--- config.mk ---
export PLATFORM = sky130hd
export DESIGN_NAME = gsr_sequencer
export DESIGN_NICKNAME = d
export VERILOG_FILES = /design/src/rtl/gsr_seq_pkg.sv /design/src/rtl/gsr_req_sync.sv /design/src/rtl/gsr_sequencer.sv
export SDC_FILE = /design/constraint.sdc
export NUM_CORES = 1
export LEC_CHECK = 0
export ABC_AREA = 0
export BUFFER_PORTS_ARGS = -buffer_cell sky130_fd_sc_hd__buf_4
export CAP_MARGIN = 40
export CORE_UTILIZATION = 35
export DETAILED_ROUTE_END_ITERATION = 8
export PLACE_DENSITY = 0.63
export SETUP_SLACK_MARGIN = 0.4
export SYNTH_ARGS = -nofsm -noshare
export SYNTH_HDL_FRONTEND = slang
export SYNTH_SLANG_ARGS = --single-unit
--- constraint.sdc ---
create_clock -name CK -period 1.9 [get_ports CK]
set_input_delay 0.19 -clock CK [delete_from_list [all_inputs] [get_ports CK]]
set_output_delay 0.19 -clock CK [all_outputs]
set_load 0.1 [all_outputs]
--- src/rtl/gsr_seq_pkg.sv ---
// Shared types and helpers for the global set/reset sequencer.
package gsr_seq_pkg;

   typedef enum logic [2:0] {
      ST_IDLE,
      ST_FILTER,
      ST_ASSERT,
      ST_WAIT_REL,
      ST_RELEASE
   } gsr_state_t;

   // Counter width large enough for the longest count any state needs,
   // so no counter ever wraps.
   function automatic int cnt_width(input int filter_cycles, input int hold_cycles,
                                    input int num_stages, input int stage_gap);
      int m;
      m = filter_cycles;
      if (hold_cycles > m) m = hold_cycles;
      if (num_stages * stage_gap > m) m = num_stages * stage_gap;
      return $clog2(m + 1);
   endfunction

endpackage

--- src/rtl/gsr_req_sync.sv ---
// Flop-chain synchroniser for the asynchronous active-low reset request.
// Resets to 1 so a restart never sees a spurious request.
module gsr_req_sync #(
   parameter int STAGES = 2
) (
   input  logic clk,
   input  logic rst,
   input  logic d,
   output logic q
);

   logic [STAGES-1:0] ff;

   // Shift the request through the chain; the last flop is the clean output.
   always_ff @(posedge clk) begin
      if (rst) ff <= '1;
      else     ff <= {ff[STAGES-2:0], d};
   end

   assign q = ff[STAGES-1];

endmodule

--- src/rtl/gsr_sequencer.sv ---
// Global set/reset sequencer: filters a synchronised reset request, holds
// GSRNET low for a minimum time, then releases GSRNET followed by a spaced,
// in-order release of the per-domain resets. LSR restarts the whole sequence.
// All outputs are registered.
module gsr_sequencer
   import gsr_seq_pkg::*;
#(
   parameter int SYNC_STAGES   = 2,
   parameter int FILTER_CYCLES = 4,
   parameter int HOLD_CYCLES   = 16,
   parameter int NUM_STAGES    = 3,
   parameter int STAGE_GAP     = 2
) (
   input  logic                  CK,
   input  logic                  LSR,
   input  logic                  GSR_REQN,
   output logic                  GSRNET,
   output logic [NUM_STAGES-1:0] STAGE_RSTN,
   output logic                  BUSY,
   output logic                  DONE
);

   localparam int CW = cnt_width(FILTER_CYCLES, HOLD_CYCLES, NUM_STAGES, STAGE_GAP);
   localparam logic [CW-1:0] FILT_END = CW'(FILTER_CYCLES);
   localparam logic [CW-1:0] HOLD_END = CW'(HOLD_CYCLES - 1);
   localparam logic [CW-1:0] REL_END  = CW'(NUM_STAGES * STAGE_GAP - 1);

   if (SYNC_STAGES < 2) begin : g_bad_sync
      $error("gsr_sequencer: SYNC_STAGES must be >= 2");
   end
   if (FILTER_CYCLES < 1) begin : g_bad_filter
      $error("gsr_sequencer: FILTER_CYCLES must be >= 1");
   end
   if (HOLD_CYCLES < 1) begin : g_bad_hold
      $error("gsr_sequencer: HOLD_CYCLES must be >= 1");
   end
   if (NUM_STAGES < 1 || NUM_STAGES > 8) begin : g_bad_stages
      $error("gsr_sequencer: NUM_STAGES must be 1..8");
   end
   if (STAGE_GAP < 1) begin : g_bad_gap
      $error("gsr_sequencer: STAGE_GAP must be >= 1");
   end

   logic                  req_s;
   gsr_state_t            state, state_n;
   logic [CW-1:0]         cnt, cnt_n;
   logic                  gsr_n;
   logic [NUM_STAGES-1:0] stage_n;
   logic                  done_n;

   gsr_req_sync #(
      .STAGES (SYNC_STAGES)
   ) u_sync (
      .clk (CK),
      .rst (LSR),
      .d   (GSR_REQN),
      .q   (req_s)
   );

   // State, counter and registered outputs; LSR overrides everything.
   always_ff @(posedge CK) begin
      if (LSR) begin
         state      <= ST_ASSERT;
         cnt        <= '0;
         GSRNET     <= 1'b0;
         STAGE_RSTN <= '0;
         BUSY       <= 1'b1;
         DONE       <= 1'b0;
      end else begin
         state      <= state_n;
         cnt        <= cnt_n;
         GSRNET     <= gsr_n;
         STAGE_RSTN <= stage_n;
         BUSY       <= (state_n != ST_IDLE);
         DONE       <= done_n;
      end
   end

   // Next state, counter and next output values.
   always_comb begin
      state_n = state;
      cnt_n   = cnt;
      gsr_n   = GSRNET;
      stage_n = STAGE_RSTN;
      done_n  = 1'b0;
      case (state)
         ST_IDLE: begin
            gsr_n   = 1'b1;
            stage_n = '1;
            if (!req_s) begin
               state_n = ST_FILTER;
               cnt_n   = CW'(1);
            end
         end
         ST_FILTER: begin
            if (cnt == FILT_END) begin
               state_n = ST_ASSERT;
               cnt_n   = '0;
               gsr_n   = 1'b0;
               stage_n = '0;
            end else if (req_s) begin
               // glitch rejected, outputs untouched
               state_n = ST_IDLE;
               cnt_n   = '0;
            end else begin
               cnt_n = cnt + CW'(1);
            end
         end
         ST_ASSERT: begin
            gsr_n   = 1'b0;
            stage_n = '0;
            if (cnt == HOLD_END) begin
               cnt_n = '0;
               if (req_s) begin
                  state_n = ST_RELEASE;
                  gsr_n   = 1'b1;
               end else begin
                  state_n = ST_WAIT_REL;
               end
            end else begin
               cnt_n = cnt + CW'(1);
            end
         end
         ST_WAIT_REL: begin
            gsr_n   = 1'b0;
            stage_n = '0;
            if (req_s) begin
               state_n = ST_RELEASE;
               cnt_n   = '0;
               gsr_n   = 1'b1;
            end
         end
         ST_RELEASE: begin
            gsr_n = 1'b1;
            cnt_n = cnt + CW'(1);
            for (int i = 0; i < NUM_STAGES; i++) begin
               if (int'(cnt_n) >= (i + 1) * STAGE_GAP) stage_n[i] = 1'b1;
            end
            if (cnt == REL_END) begin
               state_n = ST_IDLE;
               cnt_n   = '0;
               stage_n = '1;
               done_n  = 1'b1;
            end
         end
         default: begin
            state_n = ST_IDLE;
            cnt_n   = '0;
         end
      endcase
   end

endmodule

==> impl_metrics.json <==
{
  "slowest_delay_ns": 0.47,
  "synth_warnings": 0,
  "syn2layout_area_growth_pct": 48.0,
  "drive_gt1_share_pct": 45.3,
  "io_pins": 9,
  "cts_sinks": 16,
  "worstPathMaxFanout": 4,
  "finalCritPeriodShare_pct": 101,
  "final_hold_viol_count": 0,
  "final_nets": 148,
  "post-route-min-period_ns": 1.91,
  "crit_path_cell_trace": "ha_4 -> nand3_4 -> inv_2 -> ha_4 -> or4b_4 -> o41a_4 -> a2111oi_4 -> a221o_1",
  "end_kind": "flip-flop",
  "viasPerCell": 5.62,
  "rsz0062_at_grt": "true",
  "synth_flop_cell": "dfxtp_1",
  "core_um2": 2520,
  "grt-ovfl-total": 0,
  "syn_nets": 117,
  "cp.required_ns": 2.16,
  "setup_ws_ns": -0.0100,
  "async_reset_ff_share_pct": 0,
  "wl_per_cell_um": 16.1,
  "cts_max_level": 1,
  "powerDensity_nw_per_um2": 478,
  "clk_latency_ns": 0.30,
  "avgSynthCellArea_um2": 8.75,
  "ctsLongestPathBuffers": 2,
  "slew_violations": 0,
  "drt_first_pass_iters": 4,
  "clock_skew_ns": 0.00139,
  "violations": "setup timing",
  "die_y_um": 54.2,
  "hp-class": "in2reg",
  "postSynthCellCount": 109,
  "drt-total-wl_um": 2730,
  "numPortBuffers": 8,
  "seq_area_frac_synth_pct": 33.6,
  "row_count": 18,
  "synth_enable_flop_cells": 0,
  "worstMarginPinSlew_ns": 0.526,
  "gp_congestion": 0.865,
  "hpwl_um": 1800,
  "drt_iter0_drc": 33,
  "grt_pass1_wl_um": 4150,
  "grt_max_degree": 14,
  "stdcell_count": 169,
  "grtUsageTotal_pct": 21.0,
  "status": "finished, violations left",
  "irDropWorstVdd_mv": 0.345,
  "place_inst": 154,
  "initial_core_util_pct": 37.8,
  "leakage_nw": 0.568,
  "die_area_um2": 2940,
  "max_slew_margin_pct": 64.9,
  "startpoint_type": "flip-flop",
  "fin_tns_setup_ns": -0.0100,
  "ys_types": 43,
  "worst_path_most_repeated_cell": "ha_4",
  "antenna_cells": 0,
  "cap_violations": 0,
  "vias": 950,
  "synth_area_um2": 953,
  "setup_viol": 1,
  "route.detailed.drc": 0,
  "whs_ns": 0.0592,
  "grt_pass1_vias": 850,
  "ctsHoldBuffers": 0,
  "max_freq_mhz": 524,
  "critPathKind": "reg2reg",
  "cts_root_buffer": "clkbuf_4",
  "numCtsBuffers": 3,
  "dieWidth_um": 54.2,
  "critPathSlowestCell": "or4b_4",
  "cts_tree": "built",
  "path_clk_slew_ns": 0.09,
  "antenna_found_initial": 0,
  "synth-seq-cells": 16,
  "ant_nets": 0,
  "cp.arrival_ns": 2.17
}
==> layout by cell type (no fill, tap or decap), types with 3 or more instances in the layout <==
master | Yosys | final
buf_4 | 2 | 31
dfxtp_1 | 16 | 14
nand2b_1 | 3 | 3
a21oi_1 | 7 | 5
clkbuf_4 | 0 | 3
inv_1 | 10 | 8
nor4_1 | 3 | 3
ha_4 | 0 | 4
nor2_1 | 6 | 6
==> path summary, 6_finish.rpt <==
check | from | end | slack [ns] | cells after the start
hold / removal | GSR_REQN | u_sync.ff[0] | 0.06 | 2
setup reg to reg | cnt[1] | cnt[2] | -0.01 | 8
setup / recovery | cnt[1] | cnt[2] | -0.01 | 8
hold reg to reg | u_sync.ff[0] | u_sync.ff[1] | 0.42 | 1
==> timing repair <==
item                                    4_1_cts  5_1_grt
buffers inserted                              8        3
endpoints found under the setup margin       10       13
cloned                                        0        0
resized for setup                            22        8
pin swaps                                     8        7
==> worst max-delay path, delay by kind of cell, from the launching register on <==
kind,cells,cell delay [ns]
and+or+nand+nor,2,0.53
adders and majority gates,2,0.32
buffers and inverters,1,0.05
DFF,1,0.37
AOI/OAI and AO/OA,3,0.59
==> synthesized netlist by cell type (2+ instances only) <==
cell | count | area [um^2]
a211oi_1 | 4 | 30.0
a21oi_1 | 7 | 35.0
a32oi_1 | 2 | 17.5
buf_2 | 2 | 10.0
buf_4 | 2 | 15.0
clkbuf_1 | 2 | 7.51
dfxtp_1 | 16 | 320
ha_1 | 5 | 62.6
inv_1 | 10 | 37.5
nand2_1 | 2 | 7.51
nand2b_1 | 3 | 18.8
nand3_1 | 4 | 20.0
nand3b_1 | 2 | 15.0
nand4bb_1 | 2 | 22.5
nor2_1 | 6 | 22.5
nor2b_1 | 2 | 12.5
nor3_1 | 2 | 10.0
nor3b_1 | 3 | 22.5
nor4_1 | 3 | 18.8
o2111ai_1 | 2 | 17.5
o21a_1 | 2 | 15.0
o21ai_0 | 3 | 15.0
o21ai_1 | 2 | 10.0
or2_2 | 2 | 12.5
==> power breakdown <==
| part | internal (W) | leakage (nW) | total [W] | switching, W |
|---|---|---|---|---|
| clock | 0.0000821 | 0.0150 | 0.000201 | 0.000119 |
| sequential | 0.000343 | 0.131 | 0.000352 | 0.00000930 |
| combinational | 0.0000658 | 0.421 | 0.000122 | 0.0000559 |
==> layer usage <==
layer	up-vias	wire [um]	GRT usage, %
li1	466	-	-
met2	19	1330	30.9
met3	6	96	6.78
met4	0	83	13.2
met5	-	0	0
met1	459	1220	26.0
==> state kept, by name (all words and copies together), names as in the netlist <==
register	flops
BUSY	1
DONE	1
GSRNET	1
STAGE_RSTN	3
cnt	5
state	3
u_sync.ff	2
==> stage by stage <==
stage / cell area (um^2) / setup slack (ns) / utilization [%] / power, W
5_1_grt: 1410 / -0.0533 / 56.0 / 0.000708
2_1_floorplan: 987 / 0.0234 / - / 0.000409
4_1_cts: 1340 / -0.00519 / 53.1 / 0.000668
3_5_place_dp: 1150 / -0.0502 / 45.6 / 0.000438
3_3_place_gp: 1150 / 0.0427 / 45.6 / 0.000434
6_report: 1410 / -0.0100 / 56.0 / 0.000675
==> cell families (layout without fill, tap and decap cells) <==
kind of cell	count (synthesis)	after routing	share of synthesized area (%)
AOI/OAI and AO/OA	34	34	27.7
adders and majority gates	5	5	6.56
buffers and inverters	16	46	7.35
DFF	16	16	33.6
and+or+nand+nor	38	38	24.8
==> final cells by class <==
class | instances | area [um^2]
Timing Repair Buffer | 32 | 244
Tap cell | 30 | 37.5
Sequential cell | 16 | 328
Fill cell | 231 | 1110
Clock buffer | 4 | 26.3
Multi-Input combinational cell | 77 | 736
Inverter | 10 | 40.0
Note: power is estimated with default switching activity, not from simulation.
